$ cat config.mk
export PLATFORM = sky130hd
export DESIGN_NAME = alarm_sequencer
export DESIGN_NICKNAME = d
export VERILOG_FILES = /design/src/rtl/alarm_sequencer.sv
export SDC_FILE = /design/constraint.sdc
export NUM_CORES = 1
export LEC_CHECK = 0
export ABC_AREA = 1
export BUFFER_PORTS_ARGS = -buffer_cell sky130_fd_sc_hd__buf_2
export CORE_ASPECT_RATIO = 1.25
export CORE_MARGIN = 5
export CORE_UTILIZATION = 39
export CTS_BUF_LIST = sky130_fd_sc_hd__clkbuf_4
export CTS_CLUSTER_SIZE = 8
export DETAILED_ROUTE_END_ITERATION = 10
export GPL_ROUTABILITY_DRIVEN = 0
export SLEW_MARGIN = 20
export SYNTH_ARGS = -nofsm -noshare
export SYNTH_HDL_FRONTEND = slang
export SYNTH_SLANG_ARGS = --single-unit
$ cat constraint.sdc
create_clock -name clk -period 2.2 [get_ports clk]
set_input_delay 0.44 -clock clk [delete_from_list [all_inputs] [get_ports clk]]
set_output_delay 0.44 -clock clk [all_outputs]
set_load 0.01 [all_outputs]
$ cat src/rtl/alarm_sequencer.sv
// Alarm ringing sequencer: matches current time against the alarm time and walks
// IDLE -> RINGING -> SNOOZE/DONE with a 1 s prescaled timer for timeout and snooze.
module alarm_sequencer #(
    parameter int CLK_HZ         = 50000000,
    parameter int RING_TIMEOUT_S = 60,
    parameter int SNOOZE_S       = 300,
    parameter int MAX_SNOOZE     = 3
) (
    input  logic       clk,
    input  logic       reset,
    input  logic       alarm_enable,
    input  logic [4:0] cur_hh,
    input  logic [5:0] cur_mm,
    input  logic [4:0] alarm_hh,
    input  logic [5:0] alarm_mm,
    input  logic       snooze_btn,
    input  logic       stop_btn,
    output logic       blink_signal,
    output logic       buzzer_en,
    output logic       snoozing,
    output logic [3:0] snooze_count,
    output logic [1:0] alarm_state
);

    localparam int PRE_W   = (CLK_HZ > 1) ? $clog2(CLK_HZ) : 1;
    localparam int SEC_MAX = (RING_TIMEOUT_S > SNOOZE_S) ? RING_TIMEOUT_S : SNOOZE_S;
    localparam int SEC_W   = $clog2(SEC_MAX + 1);

    localparam logic [PRE_W-1:0] PRE_TC   = PRE_W'(CLK_HZ - 1);
    localparam logic [SEC_W-1:0] SEC_SAT  = SEC_W'(SEC_MAX);
    localparam logic [SEC_W-1:0] RING_END = SEC_W'(RING_TIMEOUT_S - 1);
    localparam logic [SEC_W-1:0] SNZ_END  = SEC_W'(SNOOZE_S - 1);
    localparam logic [3:0]       SNZ_LIM  = 4'(MAX_SNOOZE);

    typedef enum logic [1:0] {
        IDLE    = 2'd0,
        RINGING = 2'd1,
        SNOOZE  = 2'd2,
        DONE    = 2'd3
    } state_t;

    state_t           state, state_n;
    logic [PRE_W-1:0] prescaler;
    logic [SEC_W-1:0] sec_cnt;
    logic [3:0]       snooze_count_n;
    logic             match, sec_tick;

    assign match    = alarm_enable && (cur_hh == alarm_hh) && (cur_mm == alarm_mm);
    assign sec_tick = (prescaler == PRE_TC);

    always_comb begin
        state_n        = state;
        snooze_count_n = snooze_count;
        case (state)
            IDLE: begin
                if (match) begin
                    state_n        = RINGING;
                    snooze_count_n = 4'd0;
                end
            end
            RINGING: begin
                if (!alarm_enable) begin
                    state_n        = IDLE;
                    snooze_count_n = 4'd0;
                end else if (stop_btn) begin
                    state_n = DONE;
                end else if (snooze_btn && (snooze_count < SNZ_LIM)) begin
                    state_n        = SNOOZE;
                    snooze_count_n = snooze_count + 4'd1;
                end else if (sec_tick && (sec_cnt == RING_END)) begin
                    state_n = DONE;
                end
            end
            SNOOZE: begin
                if (!alarm_enable) begin
                    state_n        = IDLE;
                    snooze_count_n = 4'd0;
                end else if (stop_btn) begin
                    state_n = DONE;
                end else if (sec_tick && (sec_cnt == SNZ_END)) begin
                    state_n = RINGING;
                end
            end
            DONE: begin
                // Hold until the matching minute is over so we don't re-trigger.
                if (!match) begin
                    state_n        = IDLE;
                    snooze_count_n = 4'd0;
                end
            end
            default: state_n = IDLE;
        endcase
    end

    always_ff @(posedge clk) begin
        if (reset) begin
            state        <= IDLE;
            prescaler    <= '0;
            sec_cnt      <= '0;
            snooze_count <= 4'd0;
            blink_signal <= 1'b0;
            buzzer_en    <= 1'b0;
            snoozing     <= 1'b0;
            alarm_state  <= 2'd0;
        end else begin
            state        <= state_n;
            snooze_count <= snooze_count_n;
            // Every state entry restarts the timer so the first second is full length.
            if (state_n != state) begin
                prescaler <= '0;
                sec_cnt   <= '0;
            end else begin
                prescaler <= sec_tick ? '0 : prescaler + 1'b1;
                if (sec_tick && (sec_cnt != SEC_SAT))
                    sec_cnt <= sec_cnt + 1'b1;
            end
            blink_signal <= (state_n == RINGING);
            buzzer_en    <= (state_n == RINGING);
            snoozing     <= (state_n == SNOOZE);
            alarm_state  <= state_n;
        end
    end

endmodule

Yosys cells after proc, flatten, opt, wreduce, memory -nomap -nowiden
Index checks and enable logic that the tools add are counted.
{"block": "classes", "muxes": 17, "n_addsub": 3, "n_eq_ne": 17, "reduce_logical": 10, "order_cmp": 1}
{"operator": "adder 26 x 1 -> 26 bit, second input constant", "count": 1}
{"operator": "== test 26 bit, second input constant", "count": 1}
{"operator": "2-to-1 mux 4 bit", "count": 6}
{"operator": "2-to-1 mux 2 bit", "count": 9}
{"operator": "one-hot mux 4 bit (4 select lines)", "count": 1}
{"operator": "adder 9 x 1 -> 9 bit, second input constant", "count": 1}
{"operator": "== test 9 x 6 -> 1 bit, second input constant", "count": 1}
{"operator": "== test 9 bit, second input constant", "count": 1}
{"operator": "!= test 9 bit, second input constant", "count": 1}
{"operator": "one-hot mux 2 bit (4 select lines)", "count": 1}
{"operator": "== test 2 bit, second input constant", "count": 3}
{"operator": "== test 6 bit", "count": 1}
{"operator": "logical AND 1 bit", "count": 6}
{"operator": "!= test 2 bit, second input constant", "count": 3}
{"operator": "!= test 3 bit, second input constant", "count": 2}
{"operator": "== test 5 bit", "count": 1}
{"operator": "AND reduction 5 bit", "count": 1}
{"operator": "adder 4 x 1 -> 4 bit, second input constant", "count": 1}
{"operator": "== test 2 x 1 -> 1 bit, second input constant", "count": 2}
{"operator": "< comparator 4 x 2 -> 1 bit, second input constant", "count": 1}
{"operator": "OR reduction 3 bit", "count": 1}
{"operator": "logical NOT 2 bit", "count": 1}
{"operator": "!= test 2 bit", "count": 1}
{"operator": "OR reduction 2 bit", "count": 1}
{"block": "word_totals", "reg_bits": 43, "output_inout_bits": 9, "in_bits": 27, "elab_cells": 54}

Logic depth before layout (Yosys ltp)
Gate-level depths: netlist (run 1).
{"block": "logic_depth", "word_depth": 9, "mapped_depth": 14, "depth_no_buf": 13}

Worst setup path after synthesis (run 1)
OpenSTA, ideal clock, no wires.
{"block": "synth_path", "path_kind": "reg2reg", "from": "reg prescaler[0]", "to": "reg prescaler[6]", "synth_period_minus_slack_ns": 1.782, "arrival_ns": 1.661, "path_stages_with_launch": 15, "path_buffers": 1, "setup_ns": 0.121, "required_ns": 2.079, "path_slack_ns": 0.418, "cell_sequence": "dfxtp_1 ha_1 nand3_1 inv_1 nand2_2 nor2_4 nand3_1 nand2_1 nand2_1 clkinv_1 nor2_1 nand2_4 nand4_4 buf_12 nor2_4"}
{"block": "synth_via", "elab_chain_cells": 9, "word_cells_on_any_way": 14, "cone_classes": "add/sub (1); eq/ne (2); mux (8); reduce/logical (3)"}
{"item": "start: declaration", "line_no": "43", "text": "logic [PRE_W-1:0] prescaler;"}
{"item": "start signal: assignment", "line_no": "113", "text": "prescaler <= sec_tick ? '0 : prescaler + 1'b1;"}
{"item": "== test 26 bit", "line_no": "49", "text": "assign sec_tick = (prescaler == PRE_TC);"}
{"item": "logical AND 1 bit", "line_no": "70", "text": "end else if (sec_tick && (sec_cnt == RING_END)) begin"}
{"item": "2-to-1 mux 2 bit", "line_no": "70"}
{"item": "2-to-1 mux 2 bit", "line_no": "67", "text": "end else if (snooze_btn && (snooze_count < SNZ_LIM)) begin"}
{"item": "2-to-1 mux 2 bit", "line_no": "65", "text": "end else if (stop_btn) begin"}
{"item": "2-to-1 mux 2 bit", "line_no": "62", "text": "if (!alarm_enable) begin"}
{"item": "one-hot mux 2 bit (4 select lines)", "line_no": "54", "text": "case (state)"}
{"item": "!= test 2 bit", "line_no": "109", "text": "if (state_n != state) begin"}
{"item": "OR reduction 3 bit (no source line)"}
Several ways; a longest one is shown, not always the timed one.
A chain may end at the register's enable or synchronous reset.

Final worst setup path (run 1)
{"block": "layout_path", "from": "reg prescaler[0]", "to": "reg prescaler[3]"}
Same word-level chain as after synthesis.

==> results of run 1 <==
registers in the layout, indices dropped and copies added, names as in the netlist:
| register | cells |
|---|---|
| sec_cnt | 9 |
| state | 2 |
| buzzer_en | 1 |
| snoozing | 1 |
| prescaler | 26 |
| snooze_count | 4 |
layout by cell type, fill, tap and decap left out, drive strengths merged:
cell type	Yosys	final
nor3b	1	1
ha	4	4
nand3b	1	1
xnor2	16	16
xor2	19	19
clkbuf	0	5
a21oi	4	4
buf	3	37
inv	69	69
nor3	6	6
nor2	78	78
or2	1	1
o21a	1	1
nand4	14	14
mux2	1	1
nor4	3	3
dfxtp	43	43
o21ai	4	4
nand3	20	20
clkinv	1	3
nand2	69	69
a31oi	1	1
metrics by stage:
stage / instances / cell area (µm²) / setup TNS [ns] / hold WS (ns)
after floorplan: 359 / 2580 / 0 / 0.418
after detailed placement: 480 / 2850 / 0 / 0.435
after global routing: 487 / 2910 / -0.0563 / 0.310
after global placement: 480 / 2850 / 0 / 0.431
after CTS: 487 / 2900 / 0 / 0.313
final: 487 / 2910 / 0 / 0.328
cells by family after synthesis:
group / after synthesis / share of synthesized area
and+or+nand+nor: 193 / 0.384
buffers and inverters: 73 / 0.117
DFF: 43 / 0.334
xor gates and xnor gates: 35 / 0.119
AOI/OAI and AO/OA: 10 / 0.0233
adders and majority gates: 4 / 0.0194
muxes: 1 / 0.00436
report_power, final:
part           internal [mW]  leakage [nW]  switching (mW)
clock                  0.114        0.0285           0.256
combinational         0.0429         0.864          0.0539
sequential             0.783         0.347         0.00336
final cells by class:
class,count,area share
Tap cell,87,0.0374
Clock buffer,5,0.0129
Sequential cell,43,0.296
Timing Repair Buffer,37,0.0697
Clock inverter,2,0.00301
Inverter,70,0.0904
Multi-Input combinational cell,243,0.491
worst max-delay path, cell delays in order (launching register included):
cell and delay, ns:
sky130_fd_sc_hd__dfxtp_1 0.37, sky130_fd_sc_hd__ha_1 0.19, sky130_fd_sc_hd__nand3_1 0.14, sky130_fd_sc_hd__inv_1 0.12, sky130_fd_sc_hd__nand2_2 0.06, sky130_fd_sc_hd__nor2_4 0.13
sky130_fd_sc_hd__nand3_1 0.09, sky130_fd_sc_hd__nand2_1 0.07, sky130_fd_sc_hd__nand2_1 0.07, sky130_fd_sc_hd__nand4_1 0.13, sky130_fd_sc_hd__nand3_2 0.13, sky130_fd_sc_hd__nand4_4 0.10
sky130_fd_sc_hd__buf_12 0.24, sky130_fd_sc_hd__nor2_1 0.06
how the worst max path moves through the flow:
| stage | endpoint | slack [ns] | depth (start not counted) |
|---|---|---|---|
| after floorplan | prescaler[6]$_SDFF_PP0_ | 0.42 | 14 |
| after global placement | prescaler[0]$_SDFF_PP0_ | 0.21 | 13 |
| after detailed placement | prescaler[1]$_SDFF_PP0_ | 0.19 | 13 |
| after CTS | prescaler[1]$_SDFF_PP0_ | 0.16 | 13 |
| after global routing | prescaler[24]$_SDFF_PP0_ | -0.06 | 11 |
| final | prescaler[3]$_SDFF_PP0_ | 0.20 | 13 |
synthesized netlist by cell type:
cell type,n,area [µm²]
sky130_fd_sc_hd__o21ai_0,4,20.0
sky130_fd_sc_hd__inv_1,67,251
sky130_fd_sc_hd__nor3_1,6,30.0
sky130_fd_sc_hd__o21a_1,1,7.51
sky130_fd_sc_hd__nor2_1,53,199
sky130_fd_sc_hd__nand2_4,1,11.3
sky130_fd_sc_hd__a21oi_1,4,20.0
sky130_fd_sc_hd__dfxtp_1,43,861
sky130_fd_sc_hd__buf_4,1,7.51
sky130_fd_sc_hd__inv_2,2,7.51
sky130_fd_sc_hd__buf_6,1,11.3
sky130_fd_sc_hd__nand3b_1,1,7.51
sky130_fd_sc_hd__nor3b_1,1,7.51
sky130_fd_sc_hd__nand3_1,17,85.1
sky130_fd_sc_hd__xnor2_1,16,140
sky130_fd_sc_hd__nand4_4,1,21.3
sky130_fd_sc_hd__nor4_2,1,12.5
sky130_fd_sc_hd__a31oi_2,1,12.5
sky130_fd_sc_hd__nand3_2,3,30.0
sky130_fd_sc_hd__ha_1,4,50.1
sky130_fd_sc_hd__mux2_2,1,11.3
sky130_fd_sc_hd__buf_12,1,20.0
sky130_fd_sc_hd__xor2_1,19,166
sky130_fd_sc_hd__or2_2,1,6.26
sky130_fd_sc_hd__nor2_2,13,81.3
sky130_fd_sc_hd__nand2_2,3,18.8
sky130_fd_sc_hd__nor4_1,2,12.5
sky130_fd_sc_hd__clkinv_1,1,3.75
sky130_fd_sc_hd__nand4_2,1,12.5
sky130_fd_sc_hd__nand4_1,12,75.1
sky130_fd_sc_hd__nor2_4,12,135
sky130_fd_sc_hd__nand2_1,65,244
routing by layer:
layer  global-route usage  vias up
li1                     -     1167
met2                0.229       43
met5                    0        -
met3               0.0322       11
met4               0.0553        0
met1                0.142      942
==> run summary, run 1 <==
The run finished with clean final reports. The max-slew violation count is 0. The global-route wire length before repair is roughly 8500 µm. The post-route fraction of the period consumed by the critical path is 0.908.

Once detailed placement completed, the half-perimeter wirelength came to 3830 µm. The leakage dissipation is 1.24 nW. The via count of the first global-routing pass is 2066. Before antenna repair, the detailed router went through 4 iterations. The largest clock skew in the final design is 0.0122 ns. The number of antenna violations at the first check in global routing was 0.

The tightest min-delay check is of the in -> reg type. The worst pin sits at a relative slew slack of 0.772. The reg-to-reg startpoint is prescaler[0]$_SDFF_PP0_.

The worst supply voltage drop on vdd came out at 287 µV. The critical-path maximum fanout is 26. The worst setup path is launched from a flip-flop. The mean cell area of the mapped netlist came out at ~7.2 µm². The clock-pin slew of the registers on the worst-case setup and hold paths came out at between 0.1 and 0.15 ns. The pin count of the biggest net entering global routing is 27.

The number of setup buffers added after CTS is 0. The number of unique standard cell types used by synthesis came out at 32. The clock tree from TritonCTS is done. The clock buffer count from CTS came out at 5.

In this run, the number of DRC markers left after iteration 0 of detailed routing was 42. The core utilization of the finished layout is 0.446. The overall die width came out at 82.7 µm. The worst slack after detailed placement is 0.189 ns. The clock root buffer master is sky130_fd_sc_hd__clkbuf_4. Across all setup checks in the final design, the least slack found is 0.203 ns. The average routed wire per standard cell is 10.0 µm.

The number of fillers in the final layout came out at between 700 and 800. The floorplan die area came out at ~8400 µm². The boundary pin count is 36.

Setup repair after global routing could not meet its margin everywhere. The critical path is of the reg -> reg type. At the end of the flow, the number of nets in the layout was 431.

The post-cts sizing count is 0. The highest achievable clock rate came out at 501 MHz. The total power density per cell area is 431 nW/µm². For this design, the CTS-stage hold fixing added 0 buffers. In this run the vertical extent of the chip is 101 µm. The signal arrival time at the worst endpoint came out at 2.25 ns.

After detailed routing, no signal wire sits above met4. The effective utilization at floorplan came out at 0.395. The setup slack on the worst flop-to-flop path came out at 0.20 ns.

The number of maximum-capacitance violations is 0. Relative to the synthesized area, the layout overhead comes to 12.7%. The post-synthesis register bit count is 43.

The mapped netlist covers 2580 µm². The first element of the critical path is prescaler[0]$_SDFF_PP0_. The kind of end point of the critical path is a flip-flop. The number of stages on the worst hold path came out at 2. Across the whole layout, storage elements account for 861 µm². The net count of the mapped netlist is 390.

The met2 routed wirelength is 2390 µm. In this run the most critical hold path is launched from reset. In this run the critical register-to-register path is captured at prescaler[3]$_SDFF_PP0_. The total routed wire length on the met1 layer is 2080 µm.

The H-tree generated during clock tree synthesis spans 2 levels. The depth of the worst register-to-register path is 13. The post-synthesis instance total is about 360.

In the final layout, the multi-input gates occupy 1430 µm². Summing over every cut layer, the via total after detailed routing is 2163. The proportion of layout cells with a drive suffix above 1 is 0.213.

The number of diodes added for antenna fixing is 0. The leftover overflow at the end of global routing is 0. In the routed layout, each cell is associated on average with a via count of 4.44. Detailed routing placed a total of 296 µm of wire on met3. The total count of hold-check failures in the final report came out at 0. The proportion of synthesized chip area in sequential cells is 0.334. The minimum period implied by the final worst setup slack came out at approximately 2 ns. The final setup violation count is 0. The Yosys warning count came out at 0. The area of the core is 6520 µm².

The transition time of the tightest slew-check pin is between 0.3 and 0.4 ns. The clock sink count is 43. The number of placement rows came out at 33. The later-pin clock latency in the skew report is roughly 0.36 ns.

The final wirelength came out at 4870 µm. The global routing usage summed across all routing layers is 0.129. The buffer levels on the longest clock path is 2.

Data on the critical path is required at its endpoint by between 2 and 2.5 ns. The final antenna-violating net count is 0. The total design power came out at 1.25 mW. The path with the worst hold slack has its endpoint at state[0]$_SDFF_PP0_. The number of remaining DRC errors came out at 0. During placement, the flow inserted port buffers numbering 35.
No activity file was read; power rests on OpenSTA's default activity.
==> run 2, diff against run 1 <==
- REMOVE_ABC_BUFFERS: not set -> 1
==> run 2 against run 1 <==
Effect of this change: combinational power grew 9.5%; largest cell class unchanged; design area grew 2.1%; register-to-register slack is essentially flat; count of clock-buffer cells in the layout is the same; clock power shrank 4%; first-iteration DRC count shrank 2.4%.
==> run summary, run 2 (synthesized netlist as in run 1, its figures left out) <==
The flow ran to the end, and the final reports show no timing, DRC or antenna violations. The number of antenna violations at the first check in global routing came out at 0. Summed over all cells, the static leakage comes to 1.27 nW. In the final routed layout, each cell accounts on average for 9.66 µm. The highest achievable clock rate came out at between 400 and 500 MHz.

The floorplan die area is 8350 µm². Of the total power, the clock network draws 0.285. The leftover overflow at the end of global routing is 0. The clock-pin slew of the registers on the worst-case setup and hold paths came out at between 0.1 and 0.15 ns.

Once detail routing completed, the nets flagged for antenna violations numbered 0. Leaving out filler cells and counting taps, the final layout contains 493. The clock root buffer master is sky130_fd_sc_hd__clkbuf_4.

Measured along the x axis, the die boundary spans 82.7 µm. For this configuration, the core starts out at a cell density of 0.395. The global routing usage summed across all routing layers is 0.120.

The minimum period implied by the final worst setup slack came out at 2.01 ns. In this run the tightest slew margin relative to its limit is 0.749. The via count of the first global-routing pass came out at 2038. The switching component of the power is 300 µW. At the pin with the least slew margin, the transition time is 0.373 ns. In the layout the commonest cells are sky130_fd_sc_hd__inv_1 (67), sky130_fd_sc_hd__nand2_1 (65), sky130_fd_sc_hd__nor2_1 (51), sky130_fd_sc_hd__dfxtp_1 (43), sky130_fd_sc_hd__buf_2 (35). The total count of hold-check failures in the final report was 0. The number of remaining DRC errors came out at 0. The clock buffer count from CTS came out at 5. In the final timing run, aggregate negative setup slack is 0 ns. The relative area change from synthesis to final layout came out at 15.0%. Measured in cells, the most critical reg-to-reg path has a length of 13. The number of diodes added for antenna fixing came out at 0. The region available for standard cell placement spans 6520 µm². The critical-path maximum fanout is 10.

The path type of the worst min-delay path is in -> reg. Setup repair after global routing left no endpoint under its margin. The placed wire-length estimate is roughly 3800 µm. The relative contribution of combinational cells to total power is 0.085. The number of DRC markers in iteration 0 came out at 41. The max-slew violation count came out at 0. The clock sink count came out at 43.

No sink is reached through more buffers than the 2 on the longest clock path. The global-route wire length before repair came out at between 8000 and 9000 µm. The required time at the worst-slack endpoint is 2.44 ns.

The number of fillers in the final layout came out at 707. The largest registers in the layout are prescaler x26, sec_cnt x9, snooze_count x4. The worst supply voltage drop on vdd is 347 µV. The number of stages on the worst hold path is 2.

At the later pin of the worst-skew pair, clock insertion delay measures 0.35 ns. Of the cells placed in the final design, the portion with a size suffix greater than 1 is 0.227. In this run the number of H-tree levels came out at 2. The post-placement cell count is 481. Setup violations remaining at the end of the flow were counted as 0. The cell-internal power came out at 949 µW. The kind of end point of the critical path is a flip-flop. The type of the setup path with the least slack is reg -> reg. The number of flip-flops under the largest register name is 26. The sequential share of power is 0.630. The height of the chip is between 100 and 150 µm. TritonCTS built the clock tree. The most common cell after layout, fill and taps aside is sky130_fd_sc_hd__inv_1. Across the run, the number of max-cap violations was 0. The post-route fraction of the period consumed by the critical path is 0.911.

The total power density per cell area came out at 421 nW/µm². STA classifies the critical path startpoint as a flip-flop. The pin count of the biggest net entering global routing is 13. The boundary pin count is 36. The first TritonRoute pass finished after 4 iterations. The total design power came out at 1.25 mW.

The count of vias placed by the detailed router came out at 2191. The switching part of the total power is 0.241. The hold buffer count at cts is 0. The average vias per placed instance is 4.44. Ranked by flip-flop count, first place goes to prescaler. Data on the critical path arrives at its endpoint at 2.25 ns. For this block, the routed nets add up to approximately 4800 µm of wire. The floorplan has 33 rows. The largest clock skew in the final design came out at 0.0103 ns. The net count of the finished layout is 437. The count of buffers inserted at the top-level ports is 35.
run 2: cell count changes in the layout (fill, tap and decap cells not counted):
| cell | before | now |
|---|---|---|
| sky130_fd_sc_hd__buf_4 | 1 | 6 |
| sky130_fd_sc_hd__nor2_2 | 14 | 15 |
| sky130_fd_sc_hd__nor2_1 | 52 | 51 |
| sky130_fd_sc_hd__buf_12 | 1 | 2 |
run 2: stage by stage:
stage | hold WS, ns | instance area [µm²] | setup slack, ns | util
after floorplan | 0.418 | 2540 | 0.211 | -
after global placement | 0.427 | 2870 | 0.152 | 0.440
after detailed placement | 0.444 | 2870 | 0.113 | 0.440
after CTS | 0.304 | 2920 | 0.144 | 0.447
after global routing | 0.303 | 2970 | 0.0160 | 0.455
final | 0.312 | 2970 | 0.195 | 0.455
run 2: power by group through the flow:
stage | sequential, mW | combinational (mW) | clock (mW)
after floorplan | 0.804 | 0.0549 | 0
final | 0.787 | 0.106 | 0.356
after detailed placement | 0.804 | 0.101 | 0
after global routing | 0.788 | 0.119 | 0.399
after global placement | 0.804 | 0.0994 | 0
after CTS | 0.787 | 0.102 | 0.376
run 2: metal layers:
metal	vias to the layer above	track usage	routed length, µm
met2	34	0.223	2380
li1	1182	-	-
met1	965	0.127	2040
met5	-	0	0
met3	10	0.0250	238
met4	0	0.0491	103
run 2: cell type report:
class,instances,area [µm²],share of cell area
Tap cell,87,109,0.0367
Clock inverter,2,8.76,0.00295
Multi-Input combinational cell,243,1430,0.481
Timing Repair Buffer,43,260,0.0877
Inverter,70,263,0.0885
Clock buffer,5,37.5,0.0126
Sequential cell,43,861,0.290
run 2: final timing paths:
check	startpoint	to	slack (ns)
max reg2reg	prescaler[0]$_SDFF_PP0_	prescaler[9]$_SDFF_PP0_	0.19
min reg2reg	prescaler[0]$_SDFF_PP0_	prescaler[0]$_SDFF_PP0_	0.45
min	reset	snooze_count[3]$_SDFFE_PP0P_	0.31
max	prescaler[0]$_SDFF_PP0_	prescaler[9]$_SDFF_PP0_	0.19
run 2: worst max-delay path: stages (launching register included):
cell and delay, ns:
sky130_fd_sc_hd__dfxtp_1 0.37, sky130_fd_sc_hd__ha_1 0.19, sky130_fd_sc_hd__nand3_1 0.17, sky130_fd_sc_hd__inv_1 0.13, sky130_fd_sc_hd__nand2_2 0.07, sky130_fd_sc_hd__nor2_4 0.11, sky130_fd_sc_hd__nand3_1 0.08, sky130_fd_sc_hd__nand2_1 0.07
sky130_fd_sc_hd__nand2_1 0.07, sky130_fd_sc_hd__nand4_1 0.13, sky130_fd_sc_hd__nand3_2 0.13, sky130_fd_sc_hd__nand4_4 0.16, sky130_fd_sc_hd__buf_12 0.19, sky130_fd_sc_hd__nor2_4 0.03
run 2: timing repair:
| action | CTS | global route |
|---|---|---|
| gates resized for setup | 0 | 3 |
| buffers inserted | 0 | 5 |
| setup endpoints to repair | 0 | 6 |
